==> src/rtl/wb_victim_cache.sv <==
// wb_victim_cache
//   Fully-associative victim cache sitting beside the write-back dcache.
//   Lines evicted from the dcache are parked here and handed back on a
//   dcache miss. Dirty lines pushed out by round-robin replacement, or
//   drained by a flush, leave through a single-line write-back buffer on a
//   req/ack memory port.
//
// Ports
//   clk, rst_n          clock, asynchronous active-low reset
//   lookup_req_i/addr_i miss lookup strobe and address (offset ignored)
//   lookup_valid_o      one-cycle result pulse, one cycle after the request
//   lookup_hit_o/data_o/dirty_o  result of that lookup (data/dirty 0 on miss)
//   take_i              in the result cycle of a hit: invalidate that entry
//   insert_i/addr_i/data_i/dirty_i  evicted dcache line
//   insert_ready_o      insert accepted this cycle when high
//   flush_i             drain dirty entries, then invalidate everything
//   flush_done_o        one-cycle pulse when the flush has completed
//   wb_req_o/addr_o/data_o, wb_ack_i  write-back port (address line-aligned)
//
// Optional build macro
//   VC_STATS_EN  adds hit_cnt_o / miss_cnt_o saturating lookup counters,
//                cleared by reset and by flush_done_o.

module wb_victim_cache #(
  parameter int ADDR_W     = 32,
  parameter int LINE_W     = 128,
  parameter int VC_ENTRIES = 4
) (
  input  logic              clk,
  input  logic              rst_n,
  input  logic              lookup_req_i,
  input  logic [ADDR_W-1:0] lookup_addr_i,
  output logic              lookup_valid_o,
  output logic              lookup_hit_o,
  output logic [LINE_W-1:0] lookup_data_o,
  output logic              lookup_dirty_o,
  input  logic              take_i,
  input  logic              insert_i,
  input  logic [ADDR_W-1:0] insert_addr_i,
  input  logic [LINE_W-1:0] insert_data_i,
  input  logic              insert_dirty_i,
  output logic              insert_ready_o,
  input  logic              flush_i,
  output logic              flush_done_o,
  output logic              wb_req_o,
  output logic [ADDR_W-1:0] wb_addr_o,
  output logic [LINE_W-1:0] wb_data_o,
  input  logic              wb_ack_i
`ifdef VC_STATS_EN
  ,
  output logic [31:0]       hit_cnt_o,
  output logic [31:0]       miss_cnt_o
`endif
);

  localparam int OFFSET_W = $clog2(LINE_W / 8);
  localparam int TAG_W    = ADDR_W - OFFSET_W;
  localparam int PTR_W    = $clog2(VC_ENTRIES);

  typedef enum logic [1:0] {
    S_IDLE,
    S_WB,
    S_FLUSH_SCAN,
    S_FLUSH_WB
  } state_e;

  state_e                  state_q, state_d;
  logic [VC_ENTRIES-1:0]   valid_q, valid_d;
  logic [VC_ENTRIES-1:0]   dirty_q, dirty_d;
  logic [TAG_W-1:0]        tag_q  [VC_ENTRIES];
  logic [TAG_W-1:0]        tag_d  [VC_ENTRIES];
  logic [LINE_W-1:0]       data_q [VC_ENTRIES];
  logic [LINE_W-1:0]       data_d [VC_ENTRIES];
  logic [PTR_W-1:0]        rr_q, rr_d;

  logic                    lk_valid_q, lk_valid_d;
  logic                    lk_hit_q, lk_hit_d;
  logic                    lk_dirty_q, lk_dirty_d;
  logic [LINE_W-1:0]       lk_data_q, lk_data_d;
  logic [PTR_W-1:0]        lk_idx_q, lk_idx_d;

  logic [TAG_W-1:0]        wb_tag_q, wb_tag_d;
  logic [LINE_W-1:0]       wb_data_q, wb_data_d;
  logic                    flush_done_q, flush_done_d;

  logic [TAG_W-1:0]        lk_tag, ins_tag;
  logic                    lk_match, ins_match, free_found, scan_found;
  logic [PTR_W-1:0]        lk_match_idx, ins_match_idx, free_idx, scan_idx;
  logic [PTR_W-1:0]        ins_tgt;
  logic                    ins_dirty;
  logic                    unused_offsets;

  assign lk_tag  = lookup_addr_i[ADDR_W-1:OFFSET_W];
  assign ins_tag = insert_addr_i[ADDR_W-1:OFFSET_W];
  assign unused_offsets = ^{lookup_addr_i[OFFSET_W-1:0], insert_addr_i[OFFSET_W-1:0]};

  // Associative searches over the current entry state. Walking from the top
  // index down lets the lowest matching index win.
  always_comb begin
    lk_match      = 1'b0;
    lk_match_idx  = '0;
    ins_match     = 1'b0;
    ins_match_idx = '0;
    free_found    = 1'b0;
    free_idx      = '0;
    scan_found    = 1'b0;
    scan_idx      = '0;
    for (int i = VC_ENTRIES - 1; i >= 0; i--) begin
      if (valid_q[i] && (tag_q[i] == lk_tag)) begin
        lk_match     = 1'b1;
        lk_match_idx = PTR_W'(i);
      end
      if (valid_q[i] && (tag_q[i] == ins_tag)) begin
        ins_match     = 1'b1;
        ins_match_idx = PTR_W'(i);
      end
      if (!valid_q[i]) begin
        free_found = 1'b1;
        free_idx   = PTR_W'(i);
      end
      if (valid_q[i] && dirty_q[i]) begin
        scan_found = 1'b1;
        scan_idx   = PTR_W'(i);
      end
    end
  end

  always_comb begin
    state_d      = state_q;
    valid_d      = valid_q;
    dirty_d      = dirty_q;
    tag_d        = tag_q;
    data_d       = data_q;
    rr_d         = rr_q;
    wb_tag_d     = wb_tag_q;
    wb_data_d    = wb_data_q;
    flush_done_d = 1'b0;
    ins_tgt      = '0;
    ins_dirty    = 1'b0;

    // Lookup result reflects entry state before any update of this cycle.
    lk_valid_d = lookup_req_i;
    lk_hit_d   = lookup_req_i & lk_match;
    lk_data_d  = '0;
    lk_dirty_d = 1'b0;
    lk_idx_d   = lk_idx_q;
    if (lookup_req_i && lk_match) begin
      lk_data_d  = data_q[lk_match_idx];
      lk_dirty_d = dirty_q[lk_match_idx];
      lk_idx_d   = lk_match_idx;
    end

    // Take applies first so a same-cycle insert into that slot survives.
    if (take_i && lk_valid_q && lk_hit_q) begin
      valid_d[lk_idx_q] = 1'b0;
    end

    case (state_q)
      S_IDLE: begin
        if (flush_i) begin
          state_d = S_FLUSH_SCAN;
        end else if (insert_i) begin
          if (ins_match) begin
            ins_tgt   = ins_match_idx;
            ins_dirty = dirty_q[ins_match_idx] | insert_dirty_i;
          end else if (free_found) begin
            ins_tgt   = free_idx;
            ins_dirty = insert_dirty_i;
          end else begin
            ins_tgt   = rr_q;
            ins_dirty = insert_dirty_i;
            rr_d      = rr_q + PTR_W'(1);
            if (dirty_q[rr_q]) begin
              wb_tag_d  = tag_q[rr_q];
              wb_data_d = data_q[rr_q];
              state_d   = S_WB;
            end
          end
          valid_d[ins_tgt] = 1'b1;
          dirty_d[ins_tgt] = ins_dirty;
          tag_d[ins_tgt]   = ins_tag;
          data_d[ins_tgt]  = insert_data_i;
        end
      end
      S_WB: begin
        if (wb_ack_i) begin
          state_d = S_IDLE;
        end
      end
      S_FLUSH_SCAN: begin
        if (scan_found) begin
          wb_tag_d          = tag_q[scan_idx];
          wb_data_d         = data_q[scan_idx];
          valid_d[scan_idx] = 1'b0;
          dirty_d[scan_idx] = 1'b0;
          state_d           = S_FLUSH_WB;
        end else begin
          valid_d      = '0;
          dirty_d      = '0;
          flush_done_d = 1'b1;
          state_d      = S_IDLE;
        end
      end
      S_FLUSH_WB: begin
        if (wb_ack_i) begin
          state_d = S_FLUSH_SCAN;
        end
      end
      default: begin
        state_d = S_IDLE;
      end
    endcase
  end

  always_ff @(posedge clk or negedge rst_n) begin
    if (!rst_n) begin
      state_q      <= S_IDLE;
      valid_q      <= '0;
      dirty_q      <= '0;
      rr_q         <= '0;
      lk_valid_q   <= 1'b0;
      lk_hit_q     <= 1'b0;
      lk_dirty_q   <= 1'b0;
      lk_data_q    <= '0;
      lk_idx_q     <= '0;
      wb_tag_q     <= '0;
      wb_data_q    <= '0;
      flush_done_q <= 1'b0;
    end else begin
      state_q      <= state_d;
      valid_q      <= valid_d;
      dirty_q      <= dirty_d;
      rr_q         <= rr_d;
      lk_valid_q   <= lk_valid_d;
      lk_hit_q     <= lk_hit_d;
      lk_dirty_q   <= lk_dirty_d;
      lk_data_q    <= lk_data_d;
      lk_idx_q     <= lk_idx_d;
      wb_tag_q     <= wb_tag_d;
      wb_data_q    <= wb_data_d;
      flush_done_q <= flush_done_d;
    end
  end

  // Entry payload is qualified by valid_q, so it needs no reset.
  always_ff @(posedge clk) begin
    tag_q  <= tag_d;
    data_q <= data_d;
  end

  assign lookup_valid_o = lk_valid_q;
  assign lookup_hit_o   = lk_hit_q;
  assign lookup_data_o  = lk_data_q;
  assign lookup_dirty_o = lk_dirty_q;
  assign insert_ready_o = (state_q == S_IDLE) && !flush_i;
  assign flush_done_o   = flush_done_q;
  assign wb_req_o       = (state_q == S_WB) || (state_q == S_FLUSH_WB);
  assign wb_addr_o      = {wb_tag_q, {OFFSET_W{1'b0}}};
  assign wb_data_o      = wb_data_q;

`ifdef VC_STATS_EN
  logic [31:0] hit_cnt_q, hit_cnt_d;
  logic [31:0] miss_cnt_q, miss_cnt_d;

  always_comb begin
    hit_cnt_d  = hit_cnt_q;
    miss_cnt_d = miss_cnt_q;
    if (flush_done_q) begin
      hit_cnt_d  = '0;
      miss_cnt_d = '0;
    end else if (lk_valid_q) begin
      if (lk_hit_q && (hit_cnt_q != 32'hFFFF_FFFF)) begin
        hit_cnt_d = hit_cnt_q + 32'd1;
      end
      if (!lk_hit_q && (miss_cnt_q != 32'hFFFF_FFFF)) begin
        miss_cnt_d = miss_cnt_q + 32'd1;
      end
    end
  end

  always_ff @(posedge clk or negedge rst_n) begin
    if (!rst_n) begin
      hit_cnt_q  <= '0;
      miss_cnt_q <= '0;
    end else begin
      hit_cnt_q  <= hit_cnt_d;
      miss_cnt_q <= miss_cnt_d;
    end
  end

  assign hit_cnt_o  = hit_cnt_q;
  assign miss_cnt_o = miss_cnt_q;
`endif

endmodule

==> config.mk <==
export PLATFORM = sky130hd
export DESIGN_NAME = wb_victim_cache
export DESIGN_NICKNAME = d
export VERILOG_FILES = /design/src/rtl/wb_victim_cache.sv
export SDC_FILE = /design/constraint.sdc
export NUM_CORES = 2
export LEC_CHECK = 0
export ABC_AREA = 1
export ABC_CLOCK_PERIOD_IN_PS = 15300
export CORE_UTILIZATION = 51
export CTS_CLUSTER_DIAMETER = 50
export CTS_CLUSTER_SIZE = 40
export DETAILED_ROUTE_END_ITERATION = 10
export PLACE_DENSITY = 0.75
export SLEW_MARGIN = 20
export SYNTH_ARGS = -nofsm -noshare
export SYNTH_HDL_FRONTEND = slang
export SYNTH_SLANG_ARGS = --single-unit
==> constraint.sdc <==
create_clock -name clk -period 15.3 [get_ports clk]
set_input_delay 3.06 -clock clk [delete_from_list [all_inputs] [get_ports clk]]
set_output_delay 3.06 -clock clk [all_outputs]
set_load 0.02 [all_outputs]
* Word-level counts from Yosys, hierarchy flattened
Index checks and enable logic that the tools add are counted.
** Storage, ports and cells
- Register bits after elaboration :: 926
- Bits of input ports :: 200
- Word-level logic and storage cells :: 213
** Operators by class
- Add/sub/neg operators :: 1
- Magnitude comparators :: 14
- Equality and inequality tests :: 23
- Mux-type cells :: 111
- Bitwise operators :: 15
- Reduce and logical (&&, ||, !) cells :: 29
** Operators by type and width (number)
- 128-bit 2-to-1 mux :: 14
- 128-bit binary-select mux with 2-bit select :: 3
- 512-bit bitwise mux :: 1
- 28-bit 2-to-1 mux :: 11
- 128-bit demux with 2-bit select :: 1
- 128-bit case mux with 2 select lines :: 1
- 28-bit == test :: 8
- 28-bit binary-select mux with 2-bit select :: 2
- 112-bit bitwise mux :: 1
- 2-bit 2-to-1 mux :: 29
- 28-bit demux with 2-bit select :: 1
- 28-bit case mux with 2 select lines :: 1
- 1-bit 2-to-1 mux :: 29
- 4-bit 2-to-1 mux :: 7
- 1-bit logical AND :: 20
- 2-bit by 3-bit < comparator with 1-bit output, second input constant :: 6
- 2-bit inequality test, second input constant :: 8
- 4-bit case mux with 2 select lines :: 2
- 4-bit AND :: 3
- 3-bit greater-or-equal comparator, second input constant :: 4
- 3-bit inequality test, second input constant :: 4
- 2-bit inverter with 3-bit output :: 4
- 4-bit inverter :: 2
- 2-bit case mux with 4 select lines :: 1
- other kinds (20) :: 30

* Logic depth before layout (Yosys ltp)
- Depth after elaboration :: 18
- Gate-level depth with buffers :: 18

* Worst setup path after synthesis
No wires, ideal clock.
- Path kind :: input to register
- Start :: in insert_addr_i[24]
- End :: reg valid_q[0]
- Setup time :: 0.147 ns
- Data arrival time :: 15.567 ns
- Data required time :: 15.153 ns
- Setup slack :: -0.414 ns
- Cell stages on the path :: 13
- Path buffers :: 1
- Path through :: clkbuf_2 > xnor2_1 > nand2_1 > nor3_1 > nand2_1 > nor2_1 > nand2_2 > nand2_2 > nor2_4 > nand2_1 > nand2_1 > nor3_1 > o21bai_1
** On the way
- Word-level cells in the longest chain between the ends :: 18
- Elaborated cells between the ends (all ways) :: 29
** RTL lines
- from (decl) :: RTL line 39 : input logic [ADDR_W-1:0] insert_addr_i,
- 28-bit == test :: RTL line 113 : if (valid_q[i] && (tag_q[i] == ins_tag)) begin
- 1-bit logical AND :: RTL line 113
- 2-bit 2-to-1 mux or 1-bit 2-to-1 mux (tied branches) (4 in a row) :: RTL line 113
- 2-bit 2-to-1 mux * :: RTL line 163 : if (ins_match) begin
- 2-bit 2-to-1 mux * :: RTL line 162 : end else if (insert_i) begin
- 2-bit 2-to-1 mux * :: RTL line 160 : if (flush_i) begin
- 2-bit 2-to-1 mux * :: RTL line 158 : case (state_q)
- 2-bit by 3-bit < comparator with 1-bit output (not written as such) or 2-bit by 1-bit greater-or-equal comparator with 1-bit output (tied branches) :: RTL line 179 : valid_d[ins_tgt] = 1'b1;
- 1-bit logical AND (not written as such) :: RTL line 179
- 1-bit 2-to-1 mux (not written as such) :: RTL line 179
- 1-bit demux with 2-bit select * :: RTL line 179
- 4-bit bitwise OR (no source line) *
- 4-bit 2-to-1 mux * :: RTL line 162
- 4-bit 2-to-1 mux * :: RTL line 160
- 4-bit case mux with 2 select lines * :: RTL line 158
- via valid_d[0] :: RTL line 68 : logic [VC_ENTRIES-1:0] valid_q, valid_d;
- to (signal assigned) :: RTL line 231 : valid_q <= valid_d;
- to (decl) :: RTL line 68
Mark *: on every way through the listed nets, which the timed path passes. The rest lies on a longest branch. The select of a mux whose other input is x is not followed.
A chain may end at the register's enable or synchronous reset.

* Final worst setup path
- Start :: in lookup_addr_i[14]
- End :: reg lk_data_q[122], in the netlist lookup_data_o[122]
** On the way
- Word-level cells in the longest chain between the ends :: 11
- Elaborated cells between the ends (all ways) :: 22
** RTL lines
- from (decl) :: RTL line 32 : input logic [ADDR_W-1:0] lookup_addr_i,
- 28-bit == test :: RTL line 109 : if (valid_q[i] && (tag_q[i] == lk_tag)) begin
- 1-bit logical AND :: RTL line 109
- 2-bit 2-to-1 mux (4 in a row) :: RTL line 109
- 2-bit inverter with 3-bit output (not written as such) :: RTL line 148 : lk_data_d = data_q[lk_match_idx];
- 128-bit binary-select mux with 2-bit select :: RTL line 148
- 128-bit 2-to-1 mux (not written as such) (2 in a row) :: RTL line 148
- 128-bit 2-to-1 mux * :: RTL line 147 : if (lookup_req_i && lk_match) begin
- via lk_data_d[122] :: RTL line 79 : logic [LINE_W-1:0] lk_data_q, lk_data_d;
- to (signal assigned) :: RTL line 237 : lk_data_q <= lk_data_d;
- to (decl) :: RTL line 79
Marked as above.

==> impl_metrics.tcl <==
set metrics [dict create \
    cts_tree "done" \
    rows 113 \
    grt_util_met1_pct 49.99 \
    dr_total_vias 46114 \
    grt_pass1_wl_mm 274.5 \
    hp-class "reg -> reg" \
    postCtsSetupRepairBufs 0 \
    rsz0062_at_grt "no" \
    grt_use_met2_pct 57.96 \
    portBuffers 481 \
    nNetsFinal 6304 \
    yosys.area.top_type "edfxtp_1" \
    synth_seq_cells 926 \
    placed_area_mm2 0.05462 \
    min_period_ps 8088 \
    fin_worst_skew_ps 53.30 \
    root_buffer "clkbuf_16" \
    finalSetupViolCount 0 \
    final_cell_area_mm2 0.05846 \
    core_mm2 0.09558 \
    max_stage_delay_ps 800 \
    grt_pass1_vias 42559 \
    grt_overflow 0 \
    antenna_found_initial 26 \
    first_pass_iters 8 \
    synthDistinctLibCells 48 \
    syn_inst 5864 \
    start_kind "primary input" \
    async_flop_share_pct 32.61 \
    drv_slew 0 \
    dieArea_mm2 0.09824 \
    drt_iter0_drc 6792 \
    yosysTopAreaCellShare_pct 37.88 \
    numClockSinks 926 \
    p_leak_nw 24.55 \
    regArea_mm2 0.02630 \
    synth.avg_cell_area_um2 8.435 \
    final-hold-violation-count 0 \
    placedCellCount 7261 \
    grt_max_degree 166 \
    max_cap_viol_count 0 \
    min_path_cells 2 \
    syn2layout_area_growth_pct 18.19 \
    gr-usage-met3_pct 8.913 \
    wl_per_cell_um 25.01 \
    wl_mm 187.0 \
    cp.arrival_ps 8610 \
    endpoint_kind "flop" \
    die_h_um 313.4 \
    cpLargestDelayFamily "buffers and inverters" \
    numCtsBuffers 104 \
    synth_edf_count 624 \
    relSlewSlack_pct 20.51 \
    hold_start "wb_tag_q[23]" \
    synth.cell_area_mm2 0.04946 \
    cts_max_path_buffers 3 \
    gp_congestion 1.055 \
    synth-main-ff-cell "edfxtp_1" \
    tightestPinTransition_ps 1192 \
    min_to "wb_tag_q[23]" \
    cp_data_required_time_ps 15830 \
    crit_fanout 130 \
    instances_no_fill 7476 \
    htreeDepth 3 \
    slowest_stage "inv_6" \
    clock_latency_ps 730 \
    reg2reg_depth 14 \
    rr_startpoint "tag_q[94]" \
    die_w_um 313.4 \
    ctsHoldBuffers 0 \
    criticalPathCategory "in -> reg" \
    path_clk_slew_ps 70 \
    reg2reg_slack_ps 9870 \
    ys_top_cells_by_area "edfxtp_1, dfrtp_1, nand2_1" \
    crit_chain "clkdlybuf4s50_1 -> inv_1 -> nand2_1 -> nand4_1 -> nor2_1 -> nand4_1 -> nor2_1 -> nand3b_1 -> buf_4 -> nand2_1 -> nor2_4 -> buf_12 -> inv_6 -> buf_4 -> nand3_1 -> a21oi_1" \
    hpwlAfterDp_mm 114.5 \
    seq_area_frac_synth_pct 53.16 \
    tns_ps 0 \
    crit_buf_inv 6 \
    yosysWarningCount 0 \
    n_fill_cell 8007 \
    io_pins 494 \
    drive_gt1_share_pct 5.311 \
    vdd_drop_max_mv 0.1206 \
    ant_nets 0 \
    grt_busiest_layer "met2" \
    fmax_mhz 123.6 \
    status "finished clean" \
    ctsResizeCount 0 \
    post-route-period-util_pct 52.86 \
    via_per_inst 6.168 \
    multiInputGateArea_mm2 0.01866 \
    p_per_area_mw_per_mm2 144.3 \
    grt_usage_pct 37.22 \
    r2r-end "lookup_data_o[122]" \
    drc 0 \
    initial_utilization_pct 51.75 \
    fin_ws_ps 7212 \
    dp_slack_ps 6806 \
]
==> kinds of logic (layout without fill, tap and decap cells) <==
logic type                after synthesis  in the layout  synth area share [%]
and+or+nand+nor                      2439           2439                 22.55
AOI/OAI and AO/OA                    1305           1305                 13.89
buffers and inverters                1138           1466                 9.422
DFF                                   926            926                 53.16
xor gates and xnor gates               55             55                0.9738
other                                   1             20              0.007581
==> worst register-to-register path: stages, from the launching register on <==
cell and delay [ps]:
edfxtp_1 530, nand2_1 270, nand4_1 310, nor2_1 190
nand4_1 100, nor2_1 210, nand3b_1 110, buf_4 310
nand2_1 370, nor2_4 50, buf_12 330, inv_6 880
buf_4 780, nand3_1 200, a21oi_1 620
==> worst max-delay path by stage <==
stage	startpoint	endpoint	slack (ps)	cells past startpoint
2_1_floorplan	insert_addr_i[24]	data_q[0]	3850	15
3_5_place_dp	lookup_addr_i[14]	lookup_data_o[122]	6810	16
5_1_grt	lookup_addr_i[14]	lookup_data_o[122]	7160	16
4_1_cts	lookup_addr_i[14]	lookup_data_o[122]	7550	16
3_3_place_gp	lookup_addr_i[14]	lookup_data_o[122]	6790	16
6_report	lookup_addr_i[14]	lookup_data_o[122]	7210	16
==> per-stage QoR <==
step | total power [mW] | hold slack (ps) | utilization [%]
4_1_cts | 8.417 | 472.1 | 61.07
6_report | 8.439 | 469.3 | 61.17
3_5_place_dp | 5.768 | 457.6 | 57.15
3_3_place_gp | 5.732 | 454.3 | 57.15
2_1_floorplan | 4.676 | 498.0 | -
5_1_grt | 8.763 | 483.8 | 61.16
==> flip-flops by register name, indices dropped and copies added (netlist names) <==
name	cells
rr_q	2
dirty_q	4
wb_data_o	128
tag_q	112
lookup_dirty_o	1
lk_idx_q	2
lookup_valid_o	1
flush_done_o	1
valid_q	4
lookup_data_o	128
lookup_hit_o	1
data_q	512
state_q	2
wb_tag_q	28
==> cells in the mapped netlist (all sizes together), types with 6 or more instances <==
cell / number
o211ai: 6
nand4: 221
nand2: 1178
a21oi: 469
o22ai: 168
xor2: 29
buf: 221
clkbuf: 188
dfrtp: 302
xnor2: 26
inv: 728
o21ai: 652
nand3: 580
nand3b: 131
nor2: 277
nor3: 30
edfxtp: 624
or2: 12
==> routing by layer <==
metal / vias to the layer above / wire length (µm)
met5: - / 131
met4: 20 / 8809
met3: 542 / 23870
met2: 3208 / 83860
met1: 21851 / 70290
li1: 20493 / -
==> cells in the final DEF, fill, tap and decap left out, types with 8 or more instances in the layout <==
cell	instances
nand2_1	1171
inv_1	712
o21ai_0	646
edfxtp_1	624
nand3_1	558
clkdlybuf4s50_1	480
a21oi_1	447
dfrtp_1	301
nor2_1	271
nand4_1	221
o22ai_1	168
nand3b_1	131
clkbuf_16	107
buf_4	51
xor2_1	29
nor3_1	27
xnor2_1	26
a21oi_2	21
nand3_2	20
diode_2	16
inv_6	16
clkinv_4	14
clkinv_8	14
inv_2	12
bufinv_16	10
clkinvlp_4	9
inv_8	8
clkbuf_1	8
==> where the power goes <==
group	switching, mW	leakage, nW	internal (mW)	total [mW]
logic	1.71	13.2	0.815	2.53
clock network	1.16	1.79	1.51	2.67
registers	0.223	9.58	3.02	3.24
total	3.09	24.6	5.34	8.44
==> final cells by class <==
type	instances	area share (%)
Antenna cell	16	0.06848
Timing Repair Buffer	540	9.185
Multi-Input combinational cell	3803	31.92
Clock inverter	80	1.727
Tap cell	1265	2.707
Clock buffer	117	4.678
Sequential cell	926	44.98
Inverter	729	4.732
(Power assumes the default switching activity.)
